`src/rtl/keypad_pkg.sv`:
```
// Shared types, sizes and helpers for the 4x4 keypad scanner.
// Row vectors are active-low: a 0 bit means that row is pulled down.
package keypad_pkg;

  typedef enum logic [1:0] {
    SCAN,
    DEBOUNCE,
    HELD,
    RELEASE
  } state_t;

  localparam int NUM_COLS = 4;
  localparam int NUM_ROWS = 4;
  localparam int KEY_W    = 4;

  localparam logic [NUM_COLS-1:0] COL_RESET = 4'b1110;

  function automatic logic single_hit(
    input logic [NUM_ROWS-1:0] rows
  );
    int n;
    n = 0;
    for (int i = 0; i < NUM_ROWS; i++) begin
      if (!rows[i]) n++;
    end
    return (n == 1);
  endfunction

  function automatic logic [1:0] hit_row(
    input logic [NUM_ROWS-1:0] rows
  );
    logic [1:0] idx;
    idx = 2'd0;
    for (int i = NUM_ROWS - 1; i >= 0; i--) begin
      if (!rows[i]) idx = 2'(i);
    end
    return idx;
  endfunction

  function automatic logic [NUM_COLS-1:0] col_drive(
    input logic [1:0] idx
  );
    return ~(4'b0001 << idx);
  endfunction

endpackage

```
`src/rtl/keypad_scanner_row_sync.sv`:
```
// Two-flop synchronizer for the asynchronous keypad rows.
// Both stages reset to RST_VAL so no phantom hit appears after reset.
module row_sync #(
  parameter int           W       = 4,
  parameter logic [W-1:0] RST_VAL = '1
) (
  input  logic         clock_50m,
  input  logic         rst,
  input  logic [W-1:0] d,
  output logic [W-1:0] q
);

  logic [W-1:0] meta;

  always_ff @(posedge clock_50m) begin
    if (rst) begin
      meta <= RST_VAL;
      q    <= RST_VAL;
    end else begin
      meta <= d;
      q    <= meta;
    end
  end

endmodule

```
`src/rtl/keypad_scanner.sv`:
```
// 4x4 active-low keypad scanner: column drive, debounce and press events.
// All decisions happen on scan_tick cycles; outputs are registered.
module keypad_scanner
  import keypad_pkg::*;
#(
  parameter int DEBOUNCE_TICKS = 3
) (
  input  logic                clock_50m,
  input  logic                rst,
  input  logic                scan_tick,
  input  logic [NUM_ROWS-1:0] row_in,
  output logic [NUM_COLS-1:0] col_out,
  output logic [KEY_W-1:0]    key_code,
  output logic                key_valid,
  output logic                key_held
);

  localparam logic [3:0] DB = 4'(DEBOUNCE_TICKS);

  logic [NUM_ROWS-1:0] rows_s;

  state_t     state_q, state_d;
  logic [1:0] col_q, col_d;
  logic [1:0] row_q, row_d;
  logic [3:0] cnt_q, cnt_d;
  logic [3:0] cnt_inc;
  logic [KEY_W-1:0] code_d;
  logic       valid_d;
  logic       held_d;
  logic       hit;
  logic       idle;
  logic [1:0] hrow;

  row_sync #(
    .W       (NUM_ROWS),
    .RST_VAL ({NUM_ROWS{1'b1}})
  ) u_row_sync (
    .clock_50m (clock_50m),
    .rst       (rst),
    .d         (row_in),
    .q         (rows_s)
  );

  assign hit     = single_hit(rows_s);
  assign hrow    = hit_row(rows_s);
  assign idle    = (rows_s == {NUM_ROWS{1'b1}});
  assign cnt_inc = cnt_q + 4'd1;

  always_comb begin
    state_d = state_q;
    col_d   = col_q;
    row_d   = row_q;
    cnt_d   = cnt_q;
    code_d  = key_code;
    valid_d = 1'b0;
    held_d  = key_held;
    if (scan_tick) begin
      unique case (state_q)
        SCAN: begin
          if (hit) begin
            row_d = hrow;
            cnt_d = 4'd1;
            if (DB == 4'd1) begin
              code_d  = {hrow, col_q};
              valid_d = 1'b1;
              held_d  = 1'b1;
              state_d = HELD;
            end else begin
              state_d = DEBOUNCE;
            end
          end else begin
            col_d = col_q + 2'd1;
          end
        end
        DEBOUNCE: begin
          if (hit && hrow == row_q) begin
            cnt_d = cnt_inc;
            if (cnt_inc == DB) begin
              code_d  = {row_q, col_q};
              valid_d = 1'b1;
              held_d  = 1'b1;
              state_d = HELD;
            end
          end else begin
            // Bounce: retry the same column rather than moving on
            cnt_d   = 4'd0;
            state_d = SCAN;
          end
        end
        HELD: begin
          if (idle) begin
            cnt_d = 4'd1;
            if (DB == 4'd1) begin
              cnt_d   = 4'd0;
              held_d  = 1'b0;
              col_d   = col_q + 2'd1;
              state_d = SCAN;
            end else begin
              state_d = RELEASE;
            end
          end
        end
        RELEASE: begin
          if (idle) begin
            cnt_d = cnt_inc;
            if (cnt_inc == DB) begin
              cnt_d   = 4'd0;
              held_d  = 1'b0;
              col_d   = col_q + 2'd1;
              state_d = SCAN;
            end
          end else begin
            cnt_d   = 4'd0;
            state_d = HELD;
          end
        end
        default: state_d = SCAN;
      endcase
    end
  end

  always_ff @(posedge clock_50m) begin
    if (rst) begin
      state_q   <= SCAN;
      col_q     <= 2'd0;
      row_q     <= 2'd0;
      cnt_q     <= 4'd0;
      col_out   <= COL_RESET;
      key_code  <= '0;
      key_valid <= 1'b0;
      key_held  <= 1'b0;
    end else begin
      state_q   <= state_d;
      col_q     <= col_d;
      row_q     <= row_d;
      cnt_q     <= cnt_d;
      col_out   <= col_drive(col_d);
      key_code  <= code_d;
      key_valid <= valid_d;
      key_held  <= held_d;
    end
  end

endmodule
```
`config.mk`:
```
export PLATFORM = sky130hd
export DESIGN_NAME = keypad_scanner
export DESIGN_NICKNAME = d
export VERILOG_FILES = /design/src/rtl/keypad_pkg.sv /design/src/rtl/keypad_scanner_row_sync.sv /design/src/rtl/keypad_scanner.sv
export SDC_FILE = /design/constraint.sdc
export NUM_CORES = 1
export LEC_CHECK = 0
export ABC_AREA = 0
export CAP_MARGIN = 10
export CORE_ASPECT_RATIO = 1.1
export CORE_MARGIN = 3
export CORE_UTILIZATION = 55
export DETAILED_ROUTE_END_ITERATION = 7
export PLACE_DENSITY = 0.79
export SYNTH_ARGS = -nofsm -noshare
export SYNTH_HDL_FRONTEND = slang
export SYNTH_SLANG_ARGS = --single-unit
export TNS_END_PERCENT = 100
```
`constraint.sdc`:
```
create_clock -name clock_50m -period 4 [get_ports clock_50m]
set_input_delay 0.6 -clock clock_50m [delete_from_list [all_inputs] [get_ports clock_50m]]
set_output_delay 0.6 -clock clock_50m [all_outputs]
set_load 0.02 [all_outputs]
```
### Word-level counts from Yosys, hierarchy flattened

Index checks and enable logic that the tools add are counted.

| storage, ports and cells | value |
|---|---|
| bits in registers | 28 |
| input bits | 7 |

| cells by class | value |
|---|---|
| add/sub/neg operators | 5 |
| equality and inequality tests | 15 |
| shift-type cells | 1 |
| multiplexer cells | 32 |
| bitwise operators | 4 |
| reduce and logical (&&, ||, !) cells | 9 |

Operator list:

| cell | count |
|---|---|
| $add 32x2->32 const B | 3 |
| $mux 32 | 3 |
| $eq 32x2->1 const B | 1 |
| $mux 2 | 14 |
| $mux 4 | 5 |
| $pmux 4 s4 | 1 |
| $ne 2x2->1 const B | 6 |
| $pmux 2 s4 | 1 |
| $mux 1 | 6 |
| $ne 3x3->1 const B | 2 |
| $reduce_and 3->1 | 2 |
| $reduce_and 6->1 | 1 |
| $reduce_and 5->1 | 1 |
| $add 4x1->4 const B | 1 |
| $eq 2x2->1 const B | 2 |
| $eq 4x2->1 const B | 1 |
| $eq 4x4->1 const B | 1 |
| $not 4->4 | 1 |
| $pmux 2 s2 | 1 |
| $reduce_and 4->1 | 1 |
| $reduce_or 4->1 | 1 |
| $shl 1x2->4 const A | 1 |
| $not 1->1 | 3 |
| $add 2x1->2 const B | 1 |
| 6 further kinds | 6 |

### Depth between registers and ports, before layout

Gate-level depths: netlist of the first run.

| logic depth | value |
|---|---|
| word-level depth | 13 |
| depth in mapped cells | 12 |
| mapped depth without buffers | 11 |

### Hierarchy

Synthesis of the first run repeated with hierarchy kept, for this count alone.

| unflattened totals | value |
|---|---|
| cell total of the unflattened synthesis | 178 |
| area, all modules | 1,562.7 sq um |

By module, submodules not included:

| module | instances | cells each | area an instance (sq um) | sequential area each (sq um) |
|---|---|---|---|---|
| keypad_scanner | 1 | 162 | 1,352.5 | 400.4 |
| row_sync | 1 | 16 | 210.2 | 160.2 |

### Least setup slack after synthesis of the first run

Ideal clock, no wire load.

| timing path | value |
|---|---|
| path kind | reg-to-reg |
| from | register u_row_sync.q[0] |
| to | register key_code[0] |
| library setup time | 0.128 ns |
| arrival time | 2.634 ns |
| data required time | 3.872 ns |
| setup slack | 1.238 ns |
| stages on the path, launching flop included | 12 |
| buffers on the path | 1 |
| clock period less this slack | 2.762 ns |
| cells stage by stage | dfxtp_1 inv_1 ha_1 xnor2_1 ha_1 nor4b_2 nor4_2 or3_1 buf_6 nor3_4 mux2i_1 nor2_1 |

| between the ends | value |
|---|---|
| word-level cells in the longest chain between the ends | 10 |
| elaborated cells on any way between the ends | 12 |

Ends and longest elaborated chain:

| item | RTL line | RTL |
|---|---|---|
| start: declaration | keypad_scanner_row_sync.sv:10 | `output logic [W-1:0] q` |
| start signal: assignment | keypad_scanner_row_sync.sv:21 | `q <= meta;` |
| $mux 1 | keypad_pkg.sv:24 | `if (!rows[i]) n++;` |
| $add 32x2->32 | keypad_pkg.sv:24 |  |
| $mux 32 | keypad_pkg.sv:24 |  |
| $add 32x2->32 | keypad_pkg.sv:24 |  |
| $mux 32 | keypad_pkg.sv:24 |  |
| $add 32x2->32 | keypad_pkg.sv:24 |  |
| $mux 32 | keypad_pkg.sv:24 |  |
| $eq 32x2->1 | keypad_pkg.sv:26 | `return (n == 1);` |
| $logic_and 1x1->1 * | keypad_scanner.sv:76 | `if (hit && hrow == row_q) begin` |
| $reduce_and 4->1 (no line) * | - |  |
| end signal: assignment | keypad_scanner.sv:138 | `key_code <= code_d;` |
| end: declaration | keypad_scanner.sv:13 | `output logic [KEY_W-1:0] key_code,` |

Every way passes the cells marked *; elsewhere a longest branch is shown, timed or not.
A chain may end at the register's enable or synchronous reset.

### Final worst setup path of the first run

| timing path | value |
|---|---|
| from | register u_row_sync.q[1] |
| to | register state_q[1] |

| between the ends | value |
|---|---|
| word-level cells in the longest chain between the ends | 9 |
| elaborated cells on any way between the ends | 19 |

Ends and longest elaborated chain:

| item | RTL line | RTL |
|---|---|---|
| $mux 32 | keypad_pkg.sv:24 |  |
| $add 32x2->32 | keypad_pkg.sv:24 |  |
| $mux 32 | keypad_pkg.sv:24 |  |
| $add 32x2->32 | keypad_pkg.sv:24 |  |
| $mux 32 | keypad_pkg.sv:24 |  |
| $eq 32x2->1 | keypad_pkg.sv:26 |  |
| $logic_and 1x1->1 | keypad_scanner.sv:76 |  |
| $ne 3x3->1 (no line) / $mux 2 (equally long branches) | - |  |
| $reduce_and 5->1 (no line) / $pmux 2 s4 (equally long branches) | - |  |
| end signal: assignment | keypad_scanner.sv:133 | `state_q <= state_d;` |
| end: declaration | keypad_scanner.sv:22 | `state_t state_q, state_d;` |

Parallel ways exist; a longest one is shown, timed or not.

==> flow_summary.yaml, run 1 <==
placement:
  gp_congestion: 0.819
  port_buffers: 16
  dp_cells: 209
  dp_hpwl_um: 2230
clock_tree:
  cts_resized: 0
  cts_htree_levels: 1
  cts_buffers: 3
  cts.sinks: 28
  path_clk_slew_ns: 0.16
  ctsHoldBuffers: 0
  post_cts_buffers: 0
  cts_tree: "done"
  clock_latency_ns: 0.33
  clockBufferDepth: 2
  clock_tree.root_cell: "clkbuf_4"
global_routing:
  grt_pass1_vias: 1158
  grt_pass1_wl_um: 5150
  antenna_found_initial: 0
  grt.overflow.total: 0
  grt_max_degree: 31
  grtUsageTotal_pct: 18.7
timing:
  setup_violations: 0
  rsz0062_at_grt: "false"
  slew_headroom_pct: 32.7
  slew_viol_final: 0
  max_freq_mhz: 323
  tns_ns: 0
  finClkSkew_ns: 0.00215
  timing.final.hold_violations: 0
  fin_crit_sh_pct: 77.4
  fin_crit_ns: 3.09
  worst_pin_slew_ns: 1.01
detailed_routing:
  firstDrtPassIters: 4
  wl_per_cell_um: 14.4
  dr_total_vias: 1253
  wirelength_um: 3070
  drc_errors: 0
  first_iter_violations: 40
  ant_nets: 0
  via_per_inst: 5.88
critical_path:
  critPathSlowestCell: "o21ai_1"
  critPathRequiredTime_ns: 4.27
  crit_path_max_incr_delay_ns: 0.52
  cp_num_buf_inv: 1
  crit_start: "u_row_sync.q[1]$_SDFF_PP1_"
  critPathMaxFanout: 8
  cp-end-kind: "flip-flop"
  crit_top_cell: "ha_1"
  r2r_start: "u_row_sync.q[1]$_SDFF_PP1_"
  crit_type: "reg -> reg"
  worstSetupStartpointType: "flip-flop"
  path_cells: "inv_1 -> ha_1 -> xnor2_1 -> ha_1 -> nor4b_2 -> nor4_2 -> o21ai_1 -> nand2_1 -> a21oi_1 -> mux2i_1"
  critPathTopFamily: "compound AO/OA/AOI/OAI gates"
  worstPathArrival_ns: 3.37
synth:
  synthesis.instances: 170
  async_reset_ff_share_pct: 0
  synth_cell_types: 51
  syn_area_per_cell_um2: 9.20
  synth-edff-count: 0
  synth.yosys.warnings: 0
  synth-simple-area-share_pct: 28.4
  muxShareOfSynthArea_pct: 5.76
  netlist_area_mm2: 0.00156
  yosysSeqAreaShare_pct: 35.8
  syn_nets: 186
  synth_seq_cells: 28
  yosys.area_share.adder_pct: 7.20
  synth_compound_area_share_pct: 16.0
  synth_flop_cell: "dfxtp_1"
  synth_top_family_by_area: "simple AND/OR/NAND/NOR gates"
  synth_xor_area_share_pct: 1.12
power_and_ir_drop:
  power_mw: 0.599
  ir_drop_v: 0.000309
  p_per_area_mw_per_mm2: 340
  power_leakage_nw: 0.666
flow_run:
  max_cap_violations: 0
run_status:
  status: "complete, no violations"
finish:
  num_antenna_cells: 0
  instances_no_fill: 213
  syn2layout_area_growth_pct: 12.6
  layout_commonest_cell: "dfxtp_1"
  final_cell_mix: "dfxtp_1 (28), nor2_1 (18), clkdlybuf4s50_1 (16)"
  final_util_pct: 67.3
  fin_nets: 199
  drive_gt1_share_pct: 11.5
die:
  start_util_pct: 59.8
  die_y_um: 61.9
  die_w_um: 56.8
  core-area_mm2: 0.00262
  num_rows: 19
  ios: 17
  die-area_mm2: 0.00352
min_path:
  hp-start: "u_row_sync.meta[0]$_SDFF_PP1_"
  hold_class: "reg -> reg"
[power breakdown]
group	total [mW]	switching (mW)	internal, mW	leakage [nW]
registers	0.306	0.0143	0.292	0.229
logic	0.105	0.0601	0.0446	0.409
clock network	0.188	0.0866	0.101	0.0279
[flip-flops by register name (all words and copies together), names as in the netlist]
name / count
cnt_q: 4
col_out: 4
col_q: 2
key_code: 4
key_held: 1
key_valid: 1
row_q: 2
state_q: 2
u_row_sync.meta: 4
u_row_sync.q: 4
[cell usage after synthesis (all sizes together), types with 2 or more instances]
library cell | instances | area share (%)
a31oi | 3 | 1.2
dfxtp | 28 | 36
and3 | 4 | 1.6
xnor2 | 2 | 1.1
nand2 | 7 | 1.7
nand3 | 8 | 2.6
a21boi | 2 | 0.96
ha | 9 | 7.2
nor2 | 18 | 4.3
a21o | 2 | 0.96
nor4b | 2 | 2.5
a22oi | 2 | 0.96
nor4 | 2 | 1.2
clkbuf | 4 | 1.0
nor3b | 2 | 0.96
inv | 9 | 2.2
a211oi | 4 | 1.9
buf | 4 | 2.5
nand4b | 2 | 1.1
nor3 | 4 | 2.0
a21oi | 7 | 2.5
nand2b | 2 | 0.80
or2 | 9 | 3.6
nand3b | 5 | 2.4
o21ai | 4 | 1.5
mux2i | 9 | 5.8
a221oi | 2 | 1.5
[per-stage QoR]
step	area [µm²]	hold WS (ns)	worst slack, ns
final	1760	0.428	0.906
after global routing	1760	0.439	0.663
after CTS	1760	0.429	0.904
after detailed placement	1710	0.394	0.936
after global placement	1710	0.394	1.07
after floorplan	1560	0.389	1.24
[per-layer routing]
layer	up-vias	track usage, %	share of wire (%)	wire (µm)
li1	632	-	-	-
met1	586	23.2	46	1420
met2	29	33.8	49	1500
met3	6	2.07	3.3	100
met4	0	7.28	1.6	49
met5	-	0	0	0
[worst reg2reg max path: stages (launching register included)]
cell	delay, ns
dfxtp_1	0.45
inv_1	0.09
ha_1	0.36
xnor2_1	0.16
ha_1	0.36
nor4b_2	0.28
nor4_2	0.11
o21ai_1	0.52
nand2_1	0.21
a21oi_1	0.28
mux2i_1	0.22
[path summary, 6_finish.rpt]
kind / slack, ns / cells past startpoint / to
min: 0.43 / 1 / u_row_sync.q[0]$_SDFF_PP1_
max reg2reg: 0.91 / 10 / state_q[1]$_SDFFE_PP0P_
max: 0.91 / 10 / state_q[1]$_SDFFE_PP0P_
min reg2reg: 0.43 / 1 / u_row_sync.q[0]$_SDFF_PP1_
[cells by family after synthesis]
family,count (synthesis)
muxes,9
xor gates and xnor gates,2
buffers and inverters,17
AOI/OAI and AO/OA,33
adders and majority gates,9
DFF,28
and+or+nand+nor,72
[final cells by class]
type                       instances  area (µm²)
clock buffer                       3        22.5
clock inverter                     1        30.0
fill                             218         855
inverter                           9        33.8
multi-input combinational        125         915
sequential                        28         561
tap                               31        38.8
timing repair buffer              16         160
(Power assumes the default switching activity.)
==> run 2, diff against run 1 <==
--- a/config.mk
+++ b/config.mk
@@ -9,9 +9,9 @@
 export CAP_MARGIN = 10
 export CORE_ASPECT_RATIO = 1.1
 export CORE_MARGIN = 3
-export CORE_UTILIZATION = 55
+export CORE_UTILIZATION = 50
 export DETAILED_ROUTE_END_ITERATION = 7
-export PLACE_DENSITY = 0.79
+export PLACE_DENSITY = 0.76
 export SYNTH_ARGS = -nofsm -noshare
 export SYNTH_HDL_FRONTEND = slang
 export SYNTH_SLANG_ARGS = --single-unit
==> constraint.sdc (replaced) <==
create_clock -name clock_50m -period 2.6 [get_ports clock_50m]
set_input_delay 0.39 -clock clock_50m [delete_from_list [all_inputs] [get_ports clock_50m]]
set_output_delay 0.39 -clock clock_50m [all_outputs]
set_load 0.02 [all_outputs]
==> run 2 against run 1 <==
Against the previous run:
- sequential power grew 54%
- non-clock buffer count grew 15
- total power grew 60%
- register-to-register slack lost 0.82 ns
- cell count grew 8.0%
- sequential share of layout area shrank 3.2 points
- core utilization grew 0.90 points
- first-iteration DRC count grew 38%
- count of clock-buffer cells in the layout is the same
- die area grew 9.0%
- critical path depth is the same
- critical endpoint is now key_code[3]$_SDFFE_PP0P_
==> flow_summary.yaml, run 2 (synthesized netlist as in run 1, its figures left out) <==
critical_path:
  crit_type: "reg -> reg"
  path_cells: "inv_2 -> ha_4 -> xnor2_2 -> ha_4 -> nor4b_4 -> nor4_2 -> or3_4 -> nor3_4 -> mux2i_1 -> nor2_1"
  crit_top_cell: "ha_4"
  r2r_setup_slack_ns: 0.08
  cp-end-kind: "flip-flop"
  r2r_cells: 10
  worstPathArrival_ns: 2.73
  worstSetupStartpointType: "flip-flop"
  critPathSlowestCell: "or3_4"
  r2r_start: "u_row_sync.q[0]$_SDFF_PP1_"
  crit_start: "u_row_sync.q[0]$_SDFF_PP1_"
  endpoint: "key_code[3]$_SDFFE_PP0P_"
  crit_path_max_incr_delay_ns: 0.43
  critPathMaxFanout: 6
  r2r_end: "key_code[3]$_SDFFE_PP0P_"
  critPathRequiredTime_ns: 2.81
clock_tree:
  cts.sinks: 28
  cts_tree: "done"
  ctsHoldBuffers: 0
  clockBufferDepth: 2
  clock_latency_ns: 0.33
  cts_buffers: 3
  clock_tree.root_cell: "clkbuf_4"
  cts_htree_levels: 1
  path_clk_slew_ns: 0.14
timing:
  worst_pin_slew_ns: 0.823
  setup_violations: 0
  finClkSkew_ns: 0.0142
  fin_crit_ns: 2.52
  rsz0062_at_grt: "true"
  slew_headroom_pct: 44.4
  slew_viol_final: 0
  hold_slack_ns: 0.425
  max_freq_mhz: 397
  fin_crit_sh_pct: 96.9
  timing.final.hold_violations: 0
detailed_routing:
  wirelength_um: 3320
  wl_per_cell_um: 14.4
  via_per_inst: 5.70
  first_iter_violations: 55
  firstDrtPassIters: 4
  dr_total_vias: 1312
  drc_errors: 0
  ant_nets: 0
die:
  ios: 17
  die_y_um: 64.7
  num_rows: 20
  core-area_mm2: 0.00288
  die_w_um: 59.3
  die-area_mm2: 0.00384
  start_util_pct: 54.3
power_and_ir_drop:
  ir_drop_v: 0.000374
  p_sw_share_pct: 26.6
  power_switching_mw: 0.255
  power_frac_comb_pct: 21.5
  power_mw: 0.959
  p_clk_share_pct: 29.5
  p_int_mw: 0.704
  seqPwrFrac_pct: 49.0
  power_leakage_nw: 0.749
  p_per_area_mw_per_mm2: 488
global_routing:
  antenna_found_initial: 0
  grt_pass1_vias: 1235
  grt.overflow.total: 0
  grtUsageTotal_pct: 18.7
  grt_pass1_wl_um: 5630
  grt_max_degree: 17
finish:
  final_cell_mix: "dfxtp_1 (26), nor2_1 (18), clkdlybuf4s50_1 (16)"
  fin_nets: 214
  layout_commonest_cell: "dfxtp_1"
  n_fill_cell: 225
  drive_gt1_share_pct: 24.4
  syn2layout_area_growth_pct: 25.5
  num_antenna_cells: 0
  instances_no_fill: 230
placement:
  dp_hpwl_um: 2530
  port_buffers: 16
  dp_cells: 225
  gp_congestion: 0.900
min_path:
  hold_class: "reg -> reg"
run_status:
  status: "complete, no violations"
flow_run:
  max_cap_violations: 0
[run 2: changes by cell type in the layout (fill, tap and decap cells not counted), sizes merged]
cell  delta
buf     +15
[run 2: metal layers]
metal | global-route usage, % | vias to the layer above | wire length (µm)
met4 | 5.67 | 0 | 36
met5 | 0 | - | 0
met3 | 2.99 | 4 | 131
met1 | 24.8 | 614 | 1460
met2 | 30.6 | 26 | 1690
li1 | - | 668 | -
[run 2: metrics by stage]
step	setup slack (ns)	TNS, ns	util, %	instance area [µm²]
floorplan	0.00588	0	-	1580
global placement	0.0261	0	63.5	1830
detailed placement	-0.0704	-0.277	63.5	1830
CTS	0.00360	0	66.1	1900
global route	-0.0459	-0.269	68.2	1960
finish	0.0810	0	68.2	1960
[run 2: timing repair]
action | CTS | global route
endpoints found under the setup margin | 11 | 16
pin swaps | 1 | 3
buffers inserted | 0 | 1
resized for setup | 7 | 8
[run 2: critical path, delay by kind of cell (launching register included)]
kind	cells	cell delay (ns)
buffers and inverters	1	0.06
and+or+nand+nor	5	1.06
xor gates and xnor gates	1	0.21
muxes	1	0.23
adders and majority gates	2	0.50
DFF	1	0.38
[run 2: area by class of cell]
| type | instances | area (µm²) | share of cell area, % |
|---|---|---|---|
| clock inverter | 1 | 30.0 | 1.53 |
| timing repair buffer | 31 | 277 | 14.1 |
| tap | 33 | 41.3 | 2.10 |
| sequential | 28 | 563 | 28.7 |
| inverter | 9 | 33.8 | 1.72 |
| multi-input combinational | 125 | 996 | 50.7 |
| clock buffer | 3 | 22.5 | 1.15 |
[run 2: power by group through the flow]
stage,registers (mW),logic [mW],clock network (mW)
after floorplan,0.474,0.126,0
after global placement,0.476,0.181,0
after detailed placement,0.477,0.187,0
after CTS,0.469,0.192,0.290
after global routing,0.473,0.227,0.310
final,0.470,0.206,0.283
[run 2: worst min path at each step]
| stage | from | end | slack (ns) | depth (start not counted) |
|---|---|---|---|---|
| final | u_row_sync.meta[3]$_SDFF_PP1_ | u_row_sync.q[3]$_SDFF_PP1_ | 0.43 | 1 |
| after global routing | u_row_sync.meta[3]$_SDFF_PP1_ | u_row_sync.q[3]$_SDFF_PP1_ | 0.44 | 1 |
| after CTS | u_row_sync.meta[3]$_SDFF_PP1_ | u_row_sync.q[3]$_SDFF_PP1_ | 0.43 | 1 |
| after detailed placement | u_row_sync.meta[3]$_SDFF_PP1_ | u_row_sync.q[3]$_SDFF_PP1_ | 0.39 | 1 |
| after global placement | u_row_sync.meta[3]$_SDFF_PP1_ | u_row_sync.q[3]$_SDFF_PP1_ | 0.40 | 1 |
| after floorplan | u_row_sync.meta[0]$_SDFF_PP1_ | u_row_sync.q[0]$_SDFF_PP1_ | 0.39 | 1 |
